`src/rtl/async_fifo_pkg.sv`:
```
// async_fifo_pkg: shared pointer type and Gray/binary conversion helpers for the async FIFO
package async_fifo_pkg;
   localparam int ADDRSIZE = 4;

   typedef logic [ADDRSIZE:0] ptr_t;

   function automatic ptr_t bin2gray(input ptr_t b);
      return (b >> 1) ^ b;
   endfunction

   function automatic ptr_t gray2bin(input ptr_t g);
      ptr_t b;
      b[ADDRSIZE] = g[ADDRSIZE];
      for (int i = ADDRSIZE - 1; i >= 0; i--) b[i] = b[i+1] ^ g[i];
      return b;
   endfunction
endpackage

```
`src/rtl/custom_rd_outbuf.sv`:
```
// custom_rd_outbuf: two-entry output/skid buffer presenting memory read data as a valid/ready stream
module custom_rd_outbuf #(
   parameter int DATASIZE = 8
) (
   input  logic                rclk_i,
   input  logic                rrst_n_i,
   input  logic                i_push,
   input  logic [DATASIZE-1:0] i_push_data,
   input  logic                i_pop,
   output logic [1:0]          o_occ,
   output logic [DATASIZE-1:0] rdata_o,
   output logic                rvalid_o
);
   logic                r_out_valid;
   logic                r_skid_valid;
   logic [DATASIZE-1:0] r_out_data;
   logic [DATASIZE-1:0] r_skid_data;
   logic                w_to_out;

   // returned word lands in the output register when it is free or being vacated with no skid word waiting
   assign w_to_out = i_push && (!r_out_valid || (i_pop && !r_skid_valid));

   // output and skid registers; a pop with the skid full promotes the skid, keeping strict order
   always_ff @(posedge rclk_i or negedge rrst_n_i) begin
      if (!rrst_n_i) begin
         r_out_valid  <= 1'b0;
         r_skid_valid <= 1'b0;
         r_out_data   <= '0;
         r_skid_data  <= '0;
      end else begin
         r_out_valid  <= i_pop ? (r_skid_valid || i_push) : (r_out_valid || i_push);
         r_out_data   <= (i_pop && r_skid_valid) ? r_skid_data : (w_to_out ? i_push_data : r_out_data);
         r_skid_valid <= i_pop ? (r_skid_valid && i_push) : (r_skid_valid || (i_push && r_out_valid));
         r_skid_data  <= (i_push && !w_to_out) ? i_push_data : r_skid_data;
      end
   end

   assign o_occ    = {1'b0, r_out_valid} + {1'b0, r_skid_valid};
   assign rdata_o  = r_out_data;
   assign rvalid_o = r_out_valid;
endmodule

```
`src/rtl/custom_rptr_rd_ctrl.sv`:
```
// custom_rptr_rd_ctrl: async FIFO read-side pointer/empty control with prefetching output buffer (RD_LEVEL_EN adds level/almost-empty)
module custom_rptr_rd_ctrl #(
   parameter int ADDRSIZE      = 4,
   parameter int DATASIZE      = 8,
   parameter int AEMPTY_THRESH = 2
) (
   input  logic                rclk_i,
   input  logic                rrst_n_i,
   input  logic [ADDRSIZE:0]   wptr_sync2_rdclk,
   output logic [ADDRSIZE:0]   rptr_g,
   output logic [ADDRSIZE-1:0] raddr_o,
   output logic                ren_o,
   input  logic [DATASIZE-1:0] rdata_mem_i,
   output logic [DATASIZE-1:0] rdata_o,
   output logic                rvalid_o,
   input  logic                rready_i,
   output logic                rempty_o,
   output logic [ADDRSIZE:0]   rlevel_o,
   output logic                raempty_o
);
   import async_fifo_pkg::*;

   logic [ADDRSIZE:0] r_rbin;
   logic [ADDRSIZE:0] r_rgray;
   logic              r_rempty;
   logic              r_inflight;
   logic [ADDRSIZE:0] w_rbin_next;
   logic [ADDRSIZE:0] w_rgray_next;
   logic              w_pop;
   logic [1:0]        w_buf_occ;
   logic [2:0]        w_occ;

   assign w_pop        = rvalid_o && rready_i;
   assign w_occ        = {1'b0, w_buf_occ} + {2'b0, r_inflight};
   // prefetch only while a slot will be free once this cycle's pop completes
   assign ren_o        = !r_rempty && ((w_occ - {2'b0, w_pop}) < 3'd2);
   assign w_rbin_next  = r_rbin + {{ADDRSIZE{1'b0}}, ren_o};
   assign w_rgray_next = bin2gray(w_rbin_next);

   // read pointers, memory-side empty flag and the one-cycle in-flight marker
   always_ff @(posedge rclk_i or negedge rrst_n_i) begin
      if (!rrst_n_i) begin
         r_rbin     <= '0;
         r_rgray    <= '0;
         r_rempty   <= 1'b1;
         r_inflight <= 1'b0;
      end else begin
         r_rbin     <= w_rbin_next;
         r_rgray    <= w_rgray_next;
         r_rempty   <= (w_rgray_next == wptr_sync2_rdclk);
         r_inflight <= ren_o;
      end
   end

   assign rptr_g   = r_rgray;
   assign raddr_o  = r_rbin[ADDRSIZE-1:0];
   assign rempty_o = r_rempty;

   custom_rd_outbuf #(
      .DATASIZE(DATASIZE)
   ) u_outbuf (
      .rclk_i      (rclk_i),
      .rrst_n_i    (rrst_n_i),
      .i_push      (r_inflight),
      .i_push_data (rdata_mem_i),
      .i_pop       (w_pop),
      .o_occ       (w_buf_occ),
      .rdata_o     (rdata_o),
      .rvalid_o    (rvalid_o)
   );

`ifdef RD_LEVEL_EN
   logic [ADDRSIZE:0] r_level;

   // words visible to the consumer: unread memory words plus buffered and in-flight ones
   always_ff @(posedge rclk_i or negedge rrst_n_i) begin
      if (!rrst_n_i) r_level <= '0;
      else r_level <= gray2bin(wptr_sync2_rdclk) - r_rbin + {{(ADDRSIZE-2){1'b0}}, w_occ};
   end

   assign rlevel_o  = r_level;
   assign raempty_o = (r_level <= (ADDRSIZE+1)'(AEMPTY_THRESH));
`else
   assign rlevel_o  = '0;
   assign raempty_o = r_rempty;
`endif
endmodule

```
`config.mk`:
```
export PLATFORM = sky130hd
export DESIGN_NAME = custom_rptr_rd_ctrl
export DESIGN_NICKNAME = d
export VERILOG_FILES = /design/src/rtl/async_fifo_pkg.sv /design/src/rtl/custom_rd_outbuf.sv /design/src/rtl/custom_rptr_rd_ctrl.sv
export SDC_FILE = /design/constraint.sdc
export NUM_CORES = 1
export LEC_CHECK = 0
export CAP_MARGIN = 10
export CORE_MARGIN = 3
export CORE_UTILIZATION = 46
export DETAILED_ROUTE_END_ITERATION = 6
export PLACE_DENSITY = 0.88
export SLEW_MARGIN = 20
export SYNTH_ARGS = -nofsm -noshare
export SYNTH_HDL_FRONTEND = slang
export SYNTH_SLANG_ARGS = --single-unit
```
`constraint.sdc`:
```
create_clock -name rclk_i -period 3.24 [get_ports rclk_i]
set_input_delay 0.324 -clock rclk_i [delete_from_list [all_inputs] [get_ports rclk_i]]
set_output_delay 0.324 -clock rclk_i [all_outputs]
set_load 0.1 [all_outputs]
```
==> impl_metrics.py, run 1 <==
metrics = {
    "run_status": {
        "status": "finished clean",
    },
    "layout": {
        "nNetsFinal": 178,
        "final_cell_mix": "clkdlybuf4s50_1, dfrtp_1, nand2_1",
        "n_antenna_cell": 0,
        "drive_above_1_share_pct": 23.4,
        "area_delta_synth_final_pct": 37.6,
        "fillers": 214,
        "layout_commonest_cell": "clkdlybuf4s50_1",
    },
    "synthesis": {
        "ys_warn_count": 0,
        "ys_types": 31,
        "synth_top_cell_area_share_pct": 50.5,
        "synth_area_um2": 1390,
        "synthArstFlopShare_pct": 100,
        "synth_edf_count": 0,
        "synth.avg_cell_area_um2": 12.0,
        "yosys-top-cells-area": "dfrtp_1, mux2i_1, mux2_2",
        "postSynthCellCount": 116,
        "yosysSeqAreaShare_pct": 52.4,
        "synth_top_cell_by_area": "dfrtp_1",
        "ys_ff_latch": 29,
        "ys.flop_type": "dfrtp_1",
    },
    "floorplanning": {
        "rows": 19,
        "io_pins": 42,
        "initial_core_util_pct": 49.4,
        "die_h_um": 60.9,
        "die_area_um2": 3710,
        "fp.coreArea_um2": 2810,
        "die_w_um": 60.9,
    },
    "drt": {
        "drt-wirelength-per-cell_um": 14.6,
        "routed_wl_mm": 2.76,
        "vias": 960,
        "viasPerCell": 5.08,
        "postRouteAntennaNets": 0,
        "drc": 0,
        "first_iter_violations": 31,
        "dr.pass1.iters": 4,
    },
    "timing": {
        "hold_viol": 0,
        "clock_skew_ns": 0.00461,
        "finalSetupTns_ns": 0,
        "relSlewSlack_pct": 33.9,
        "timing.final.crit_share_pct": 94.0,
        "setup_violations": 0,
        "slew_viol_final": 0,
        "timing.fmax_mhz": 328,
        "period_needed_ns": 3.05,
        "rsz0062_at_grt": "false",
        "worst_slack_ns": 0.195,
        "worstMarginPinSlew_ns": 0.989,
        "whs_ns": 0.478,
    },
    "grt": {
        "grt_max_degree": 21,
        "grt_use_met3_pct": 4.89,
        "grt_overflow_total": 0,
        "antenna_found_initial": 0,
        "grt_pass1_wl_mm": 4.60,
        "first_global_vias": 1010,
        "grt_busiest_layer": "met2",
        "grtUsageMet2_pct": 28.5,
        "grt_util_met1_pct": 21.4,
        "grtUsageTotal_pct": 17.5,
    },
    "place": {
        "pre_cts_ws_ns": -0.0651,
        "port_buffers": 36,
        "dpl.hpwl_mm": 2.06,
        "place_congestion": 0.800,
    },
    "clocking": {
        "cts_hold_buf": 0,
        "cts_tree": "built",
        "cts_resized": 0,
        "post_cts_buffers": 0,
        "cts_made_buffers": 5,
        "clk_pin_slew_ns": 0.09,
        "htreeDepth": 2,
        "clock-root-buffer": "clkbuf_4",
        "cts_sinks": 29,
        "clockBufferDepth": 2,
        "clock_latency_ns": 0.32,
    },
    "min_path": {
        "holdCritPathClass": "primary input to asynchronous set/reset pin",
    },
    "critical_path": {
        "r2r_setup_slack_ns": 0.19,
        "end_kind": "register",
        "startpoint_type": "register",
        "crit_arrival_ns": 3.29,
        "crit_fanout": 6,
        "critical_path_class": "register to register",
        "cp.required_ns": 3.49,
    },
    "run": {
        "cap_violations": 0,
    },
}
## cell families (layout without fill, tap and decap cells)
group / Yosys count / in the layout / synth area share [%]
flip-flops: 29 / 29 / 52.4
AND/OR/NAND/NOR: 21 / 21 / 7.67
multiplexers: 16 / 16 / 12.3
buffers and inverters: 16 / 54 / 6.05
AO/OA/AOI/OAI: 14 / 14 / 5.87
XOR/XNOR: 14 / 14 / 10.9
adder cells (fa/ha/maj): 5 / 5 / 4.51
other: 1 / 5 / 0.270
## sequential cells by signal (all words and copies together), names as in the netlist
| signal | count |
|---|---|
| u_outbuf.r_skid_data | 8 |
| u_outbuf.rdata_o | 8 |
| u_outbuf.rvalid_o | 1 |
| r_rbin | 5 |
| u_outbuf.r_skid_valid | 1 |
| raempty_o | 1 |
| rptr_g | 4 |
| r_inflight | 1 |
## per-stage QoR
step                cells  utilization [%]  cell area (um2)
CTS                   189             67.9             1900
detailed placement    181             66.1             1850
global route          189             68.0             1910
finish                189             68.0             1910
global placement      181             66.1             1850
floorplan             120                -             1480
## synth_stat cells (2+ instances only)
| library cell | n |
|---|---|
| buf_4 | 6 |
| nand3_1 | 2 |
| ha_1 | 5 |
| xnor2_1 | 6 |
| a21oi_1 | 3 |
| xor2_1 | 5 |
| o21ai_0 | 9 |
| clkbuf_1 | 2 |
| inv_1 | 6 |
| dfrtp_1 | 28 |
| nand2_1 | 11 |
| mux2i_1 | 8 |
| mux2_2 | 7 |
## area by class of cell
type / count / area [um2] / area share, %
repair buffers: 39 / 388 / 20.3
flip-flops and latches: 29 / 731 / 38.3
multi-input cells: 75 / 673 / 35.3
clock inverters: 2 / 10.0 / 0.525
clock buffers: 6 / 41.3 / 2.16
well taps: 31 / 38.8 / 2.03
inverters: 7 / 26.3 / 1.38
## worst paths after layout
kind	cells past startpoint	to	startpoint
worst min register to register	2	u_outbuf.rdata_o[3]	u_outbuf.rdata_o[3]
worst max-delay path	13	raempty_o	u_outbuf.rvalid_o
worst min-delay path	1	u_outbuf.r_skid_data[1]	rrst_n_i
max in group asynchronous	2	u_outbuf.rvalid_o	rrst_n_i
min in group rclk_i	2	u_outbuf.rdata_o[3]	u_outbuf.rdata_o[3]
worst max register to register	13	raempty_o	u_outbuf.rvalid_o
## critical path, cell delays in order, from the launching register on
cell and delay, ns:
dfrtp_4 0.53, and2_4 0.17, ha_4 0.25, inv_2 0.04, ha_4 0.23, a21oi_4 0.16, xnor2_2 0.10, nor2_4 0.14
ha_4 0.16, ha_4 0.15, xor2_2 0.26, xor2_1 0.13, or3_1 0.38, a221oi_2 0.24
## metal layers
layer  vias up  share of wire (%)
li1        458                  -
met1       453                 42
met2        43                 48
met3         6                7.8
met4         0                2.0
met5         -                  0
Power of run 1 is not shown: default switching activity piles up to over one toggle a cycle in this logic, so the estimate is an artifact.
==> run 2: changes to the inputs <==
--- a/config.mk
+++ b/config.mk
@@ -9,5 +9,5 @@
 export CORE_MARGIN = 3
-export CORE_UTILIZATION = 46
+export CORE_UTILIZATION = 30
 export DETAILED_ROUTE_END_ITERATION = 6
-export PLACE_DENSITY = 0.88
+export PLACE_DENSITY = 0.64
 export SLEW_MARGIN = 20
--- a/constraint.sdc
+++ b/constraint.sdc
@@ -3,2 +3,2 @@
 set_output_delay 0.324 -clock rclk_i [all_outputs]
-set_load 0.1 [all_outputs]
+set_load 0.01 [all_outputs]
==> run 2 against run 1 <==
Maximum frequency up 0.12%. Non-clock buffer count up 7. Via count up 0.42%. Die area up 48%. Highest routed layer unchanged. Critical path depth up 1.
==> impl_metrics.py, run 2 (synthesis gave the netlist of run 1 again) <==
metrics = {
    "run_status": {
        "status": "finished clean",
    },
    "critical_path": {
        "critPathSlowestCell": "clkdlybuf4s50_1",
        "slowest_delay_ns": 0.41,
        "worstRegToRegCells": 13,
        "end_kind": "register",
        "crit_chain": "clkdlybuf4s50_1 > and2_1 > ha_1 > inv_1 > ha_1 > a21oi_1 > xnor2_1 > nor2_1 > ha_1 > ha_1 > xor2_2 > xor2_1 > or3_1 > a221oi_2",
        "crit_fanout": 3,
        "startpoint_type": "primary input",
        "crit_arrival_ns": 3.23,
        "crit_top_cell": "ha_1",
        "critical_path_class": "primary input to register",
        "cp.required_ns": 3.42,
    },
    "floorplanning": {
        "die_area_um2": 5470,
        "die_w_um": 74.0,
        "die_h_um": 74.0,
        "fp.coreArea_um2": 4410,
        "initial_core_util_pct": 31.4,
        "io_pins": 42,
        "rows": 24,
    },
    "power": {
        "pwr-share-clk_pct": 13.3,
        "vdd_drop_max_mv": 0.738,
        "combPwrFrac_pct": 57.8,
        "p_seq_share_pct": 28.9,
        "power.internal_mw": 1.53,
        "p_per_area_nw_per_um2": 1240,
        "switching_share_pct": 36.3,
        "p_total_mw": 2.40,
        "p_leak_nw": 0.860,
        "p_switching_mw": 0.872,
    },
    "clocking": {
        "clk_pin_slew_ns": 0.06,
        "post_cts_buffers": 0,
        "cts_tree": "built",
        "clock_latency_ns": 0.27,
        "cts_sinks": 29,
        "clockBufferDepth": 2,
        "cts_hold_buf": 0,
        "cts_made_buffers": 5,
        "cts_resized": 0,
        "htreeDepth": 2,
        "clock-root-buffer": "clkbuf_8",
    },
    "grt": {
        "grt_max_degree": 30,
        "grt_overflow_total": 0,
        "grt_pass1_wl_mm": 4.54,
        "first_global_vias": 1029,
        "antenna_found_initial": 0,
        "grtUsageTotal_pct": 11.2,
    },
    "drt": {
        "viasPerCell": 4.44,
        "vias": 964,
        "dr.pass1.iters": 6,
        "drt-wirelength-per-cell_um": 12.7,
        "routed_wl_mm": 2.75,
        "postRouteAntennaNets": 0,
        "drc": 0,
        "first_iter_violations": 30,
    },
    "timing": {
        "worstMarginPinSlew_ns": 0.514,
        "clock_skew_ns": 0.00490,
        "slew_viol_final": 0,
        "setup_violations": 0,
        "hold_viol": 0,
        "whs_ns": 0.427,
        "timing.final.crit_share_pct": 93.9,
        "timing.fmax_mhz": 329,
        "period_needed_ns": 3.04,
        "relSlewSlack_pct": 65.7,
        "rsz0062_at_grt": "false",
    },
    "layout": {
        "nNetsFinal": 185,
        "area_delta_synth_final_pct": 40.3,
        "n_antenna_cell": 0,
        "layout_commonest_cell": "clkdlybuf4s50_1",
        "final_area_um2": 1950,
        "drive_above_1_share_pct": 18.8,
        "final_cell_mix": "clkdlybuf4s50_1, dfrtp_1, nand2_1",
        "fillers": 409,
    },
    "place": {
        "place_congestion": 0.732,
        "postPlaceCellArea_um2": 1840,
        "port_buffers": 36,
        "dpl.hpwl_mm": 2.13,
    },
    "min_path": {
        "holdCritPathClass": "primary input to asynchronous set/reset pin",
    },
    "run": {
        "cap_violations": 0,
    },
}
[run 2: power groups by stage]
stage | logic, mW | clock network (mW) | registers (mW)
3_3_place_gp | 1.38 | 0 | 0.692
4_1_cts | 1.42 | 0.331 | 0.700
6_report | 1.39 | 0.320 | 0.694
3_5_place_dp | 1.41 | 0 | 0.702
5_1_grt | 1.53 | 0.349 | 0.719
2_1_floorplan | 0.763 | 0 | 0.739
[run 2: cell type report]
| type | count | area (um2) | area share, % |
|---|---|---|---|
| flip-flops and latches | 29 | 727 | 37.4 |
| multi-input cells | 75 | 591 | 30.4 |
| repair buffers | 46 | 435 | 22.4 |
| clock buffers | 7 | 96.3 | 4.95 |
| well taps | 52 | 65.1 | 3.34 |
| inverters | 7 | 26.3 | 1.35 |
| clock inverters | 1 | 5.00 | 0.257 |
[run 2: final timing paths]
path | startpoint | end | slack (ns)
min in group rclk_i | u_outbuf.rdata_o[4] | u_outbuf.rdata_o[4] | 0.48
max reg2reg | u_outbuf.rvalid_o | raempty_o | 0.27
min reg2reg | u_outbuf.rdata_o[4] | u_outbuf.rdata_o[4] | 0.48
max | rready_i | raempty_o | 0.20
max in group asynchronous | rrst_n_i | raempty_o | 2.50
min | rrst_n_i | r_rbin[2] | 0.43
[run 2: through the flow]
step | instances | setup TNS [ns] | worst slack (ns) | util (%)
floorplan | 120 | 0 | 0.0928 | -
global placement | 209 | -0.0459 | -0.0459 | 41.8
detailed placement | 209 | -0.101 | -0.101 | 41.8
CTS | 217 | 0 | 0.184 | 44.1
global route | 217 | 0 | 0.0155 | 44.1
finish | 217 | 0 | 0.199 | 44.1
[run 2: worst max-delay path: cells and delay by family]
kind                       cells  cell delay, ns
and+or+nand+nor                3            0.59
xor gates and xnor gates       3            0.48
buffers and inverters          2            0.45
adders and majority gates      4            0.97
AOI/OAI and AO/OA              2            0.40
[run 2: per-layer routing]
metal	routed length [um]	global-route usage (%)
met2	1390	18.8
met1	1130	12.6
met5	0	0
met4	17	3.02
met3	219	5.54
Note: power is estimated with default switching activity, not from simulation.
==> run 3: changes to the inputs <==
CORE_MARGIN = unset   (was 3)
==> run 3 against run 2 <==
Clock power increased by 20%. Global-route usage increased by 2.1 points. Flip-flop and latch count unchanged. Sequential power increased by 2%. Cell area increased by 1.2%. Non-clock buffer count decreased by 2. Critical path type is now register to register. Largest cell class unchanged.
==> impl_metrics.py, run 3 (synthesis gave the netlist of run 1 again) <==
metrics = {
    "run_status": {
        "status": "finished clean",
    },
    "layout": {
        "layout_commonest_cell": "clkdlybuf4s50_1",
        "n_antenna_cell": 0,
        "drive_above_1_share_pct": 20.2,
        "fillers": 397,
        "final_cell_mix": "clkdlybuf4s50_1, dfrtp_1, nand2_1",
        "instances_no_fill": 215,
        "final_area_um2": 1970,
        "nNetsFinal": 183,
        "area_delta_synth_final_pct": 42.1,
        "fin_util_pct": 44.9,
    },
    "floorplanning": {
        "initial_core_util_pct": 31.6,
        "rows": 24,
        "fp.coreArea_um2": 4380,
        "io_pins": 42,
        "die_w_um": 70.0,
        "die_area_um2": 4900,
        "die_h_um": 70.0,
    },
    "clocking": {
        "cts_made_buffers": 5,
        "cts_sinks": 29,
        "cts_tree": "built",
        "htreeDepth": 2,
        "clock-root-buffer": "clkbuf_8",
        "clk_pin_slew_ns": 0.06,
        "clockBufferDepth": 2,
        "clock_latency_ns": 0.28,
    },
    "critical_path": {
        "end_kind": "register",
        "startpoint_type": "register",
        "worstReg2RegEnd": "raempty_o",
        "timing.critical_path.from": "u_outbuf.rvalid_o",
        "r2r-start": "u_outbuf.rvalid_o",
        "r2r_setup_slack_ns": 0.23,
        "crit_end": "raempty_o",
        "cp.required_ns": 3.44,
        "worstRegToRegCells": 13,
        "critical_path_class": "register to register",
        "crit_fanout": 6,
        "crit_arrival_ns": 3.21,
    },
    "grt": {
        "grtUsageTotal_pct": 13.3,
        "antenna_found_initial": 0,
        "first_global_vias": 1042,
        "grt_pass1_wl_mm": 4.89,
        "grt_max_degree": 30,
        "grt_overflow_total": 0,
    },
    "timing": {
        "worst_slack_ns": 0.226,
        "hold_viol": 0,
        "timing.fmax_mhz": 332,
        "rsz0062_at_grt": "false",
        "worstMarginPinSlew_ns": 0.605,
        "finalSetupTns_ns": 0,
        "relSlewSlack_pct": 59.7,
        "setup_violations": 0,
        "period_needed_ns": 3.01,
        "clock_skew_ns": 0.00682,
        "slew_viol_final": 0,
        "timing.final.crit_share_pct": 93.0,
        "whs_ns": 0.423,
    },
    "drt": {
        "route.met2.wl_mm": 1.37,
        "first_iter_violations": 16,
        "postRouteAntennaNets": 0,
        "viasPerCell": 4.53,
        "routed_wl_mm": 2.81,
        "drc": 0,
        "dr.pass1.iters": 4,
        "drt-wirelength-per-cell_um": 13.1,
        "vias": 973,
        "highest_layer": "met4",
        "wl_met1_mm": 1.18,
        "met3WireLength_um": 198,
    },
    "min_path": {
        "holdCritPathClass": "primary input to asynchronous set/reset pin",
    },
    "place": {
        "port_buffers": 36,
        "place_congestion": 0.740,
        "dpl.cell_count": 207,
        "pre_cts_ws_ns": -0.120,
        "postPlaceCellArea_um2": 1830,
        "dpl.hpwl_mm": 2.13,
    },
    "power": {
        "p_per_area_nw_per_um2": 1280,
        "p_total_mw": 2.53,
        "vdd_drop_max_mv": 0.843,
        "p_leak_nw": 0.854,
    },
    "run": {
        "cap_violations": 0,
    },
}
run 3: changes by cell type in the layout (fill, tap and decap cells not counted), sizes merged:
cell	before	now
buf	10	8
bufinv	0	1
clkinv	1	0
run 3: worst max-delay path: stages (launching register included):
cell and delay [ns]:
dfrtp_2 0.44, and2_1 0.18, ha_1 0.27, inv_1 0.04, ha_1 0.28, a21oi_2 0.13
xnor2_1 0.07, nor2_1 0.15, ha_2 0.24, buf_4 0.13, nand3_1 0.11, xnor3_1 0.23
or3b_1 0.38, a221oi_2 0.28
run 3: worst min path at each step:
stage                                   start                  end  slack, ns  depth (start not counted)
final                                rrst_n_i            rptr_g[2]       0.42                          2
after global placement    u_outbuf.rdata_o[4]  u_outbuf.rdata_o[4]       0.47                          2
after global routing                 rrst_n_i            rptr_g[2]       0.46                          2
after floorplan                      rrst_n_i           r_inflight       0.03                          0
after CTS                            rrst_n_i            rptr_g[2]       0.43                          2
after detailed placement  u_outbuf.rdata_o[2]  u_outbuf.rdata_o[2]       0.48                          2
run 3: final cells by class:
class,instances,area [um2],share of cell area (%)
Timing Repair Buffer,44,420,21.3
Sequential cell,29,728,37.0
Multi-Input combinational cell,75,613,31.1
Clock inverter,1,30.0,1.52
Tap cell,52,65.1,3.30
Inverter,7,26.3,1.33
Clock buffer,7,86.3,4.38
run 3: layer usage:
layer  vias up  global-route usage, %
met3         7                   6.49
met5         -                      0
met4         0                   6.44
met2        37                   20.4
li1        468                      -
met1       461                   15.5
run 3: report_power, final:
part           internal [mW]  leakage (nW)  total (mW)  switching (mW)
Combinational          0.791         0.455        1.43           0.641
Clock                  0.250        0.0585       0.383           0.132
Sequential             0.575         0.340       0.711           0.135
run 3: what timing repair did:
item	CTS	global route
setup endpoints to repair	0	1
resized for setup	0	5
endpoints found under the hold margin	0	0
buffers inserted	0	0
hold buffers	0	0
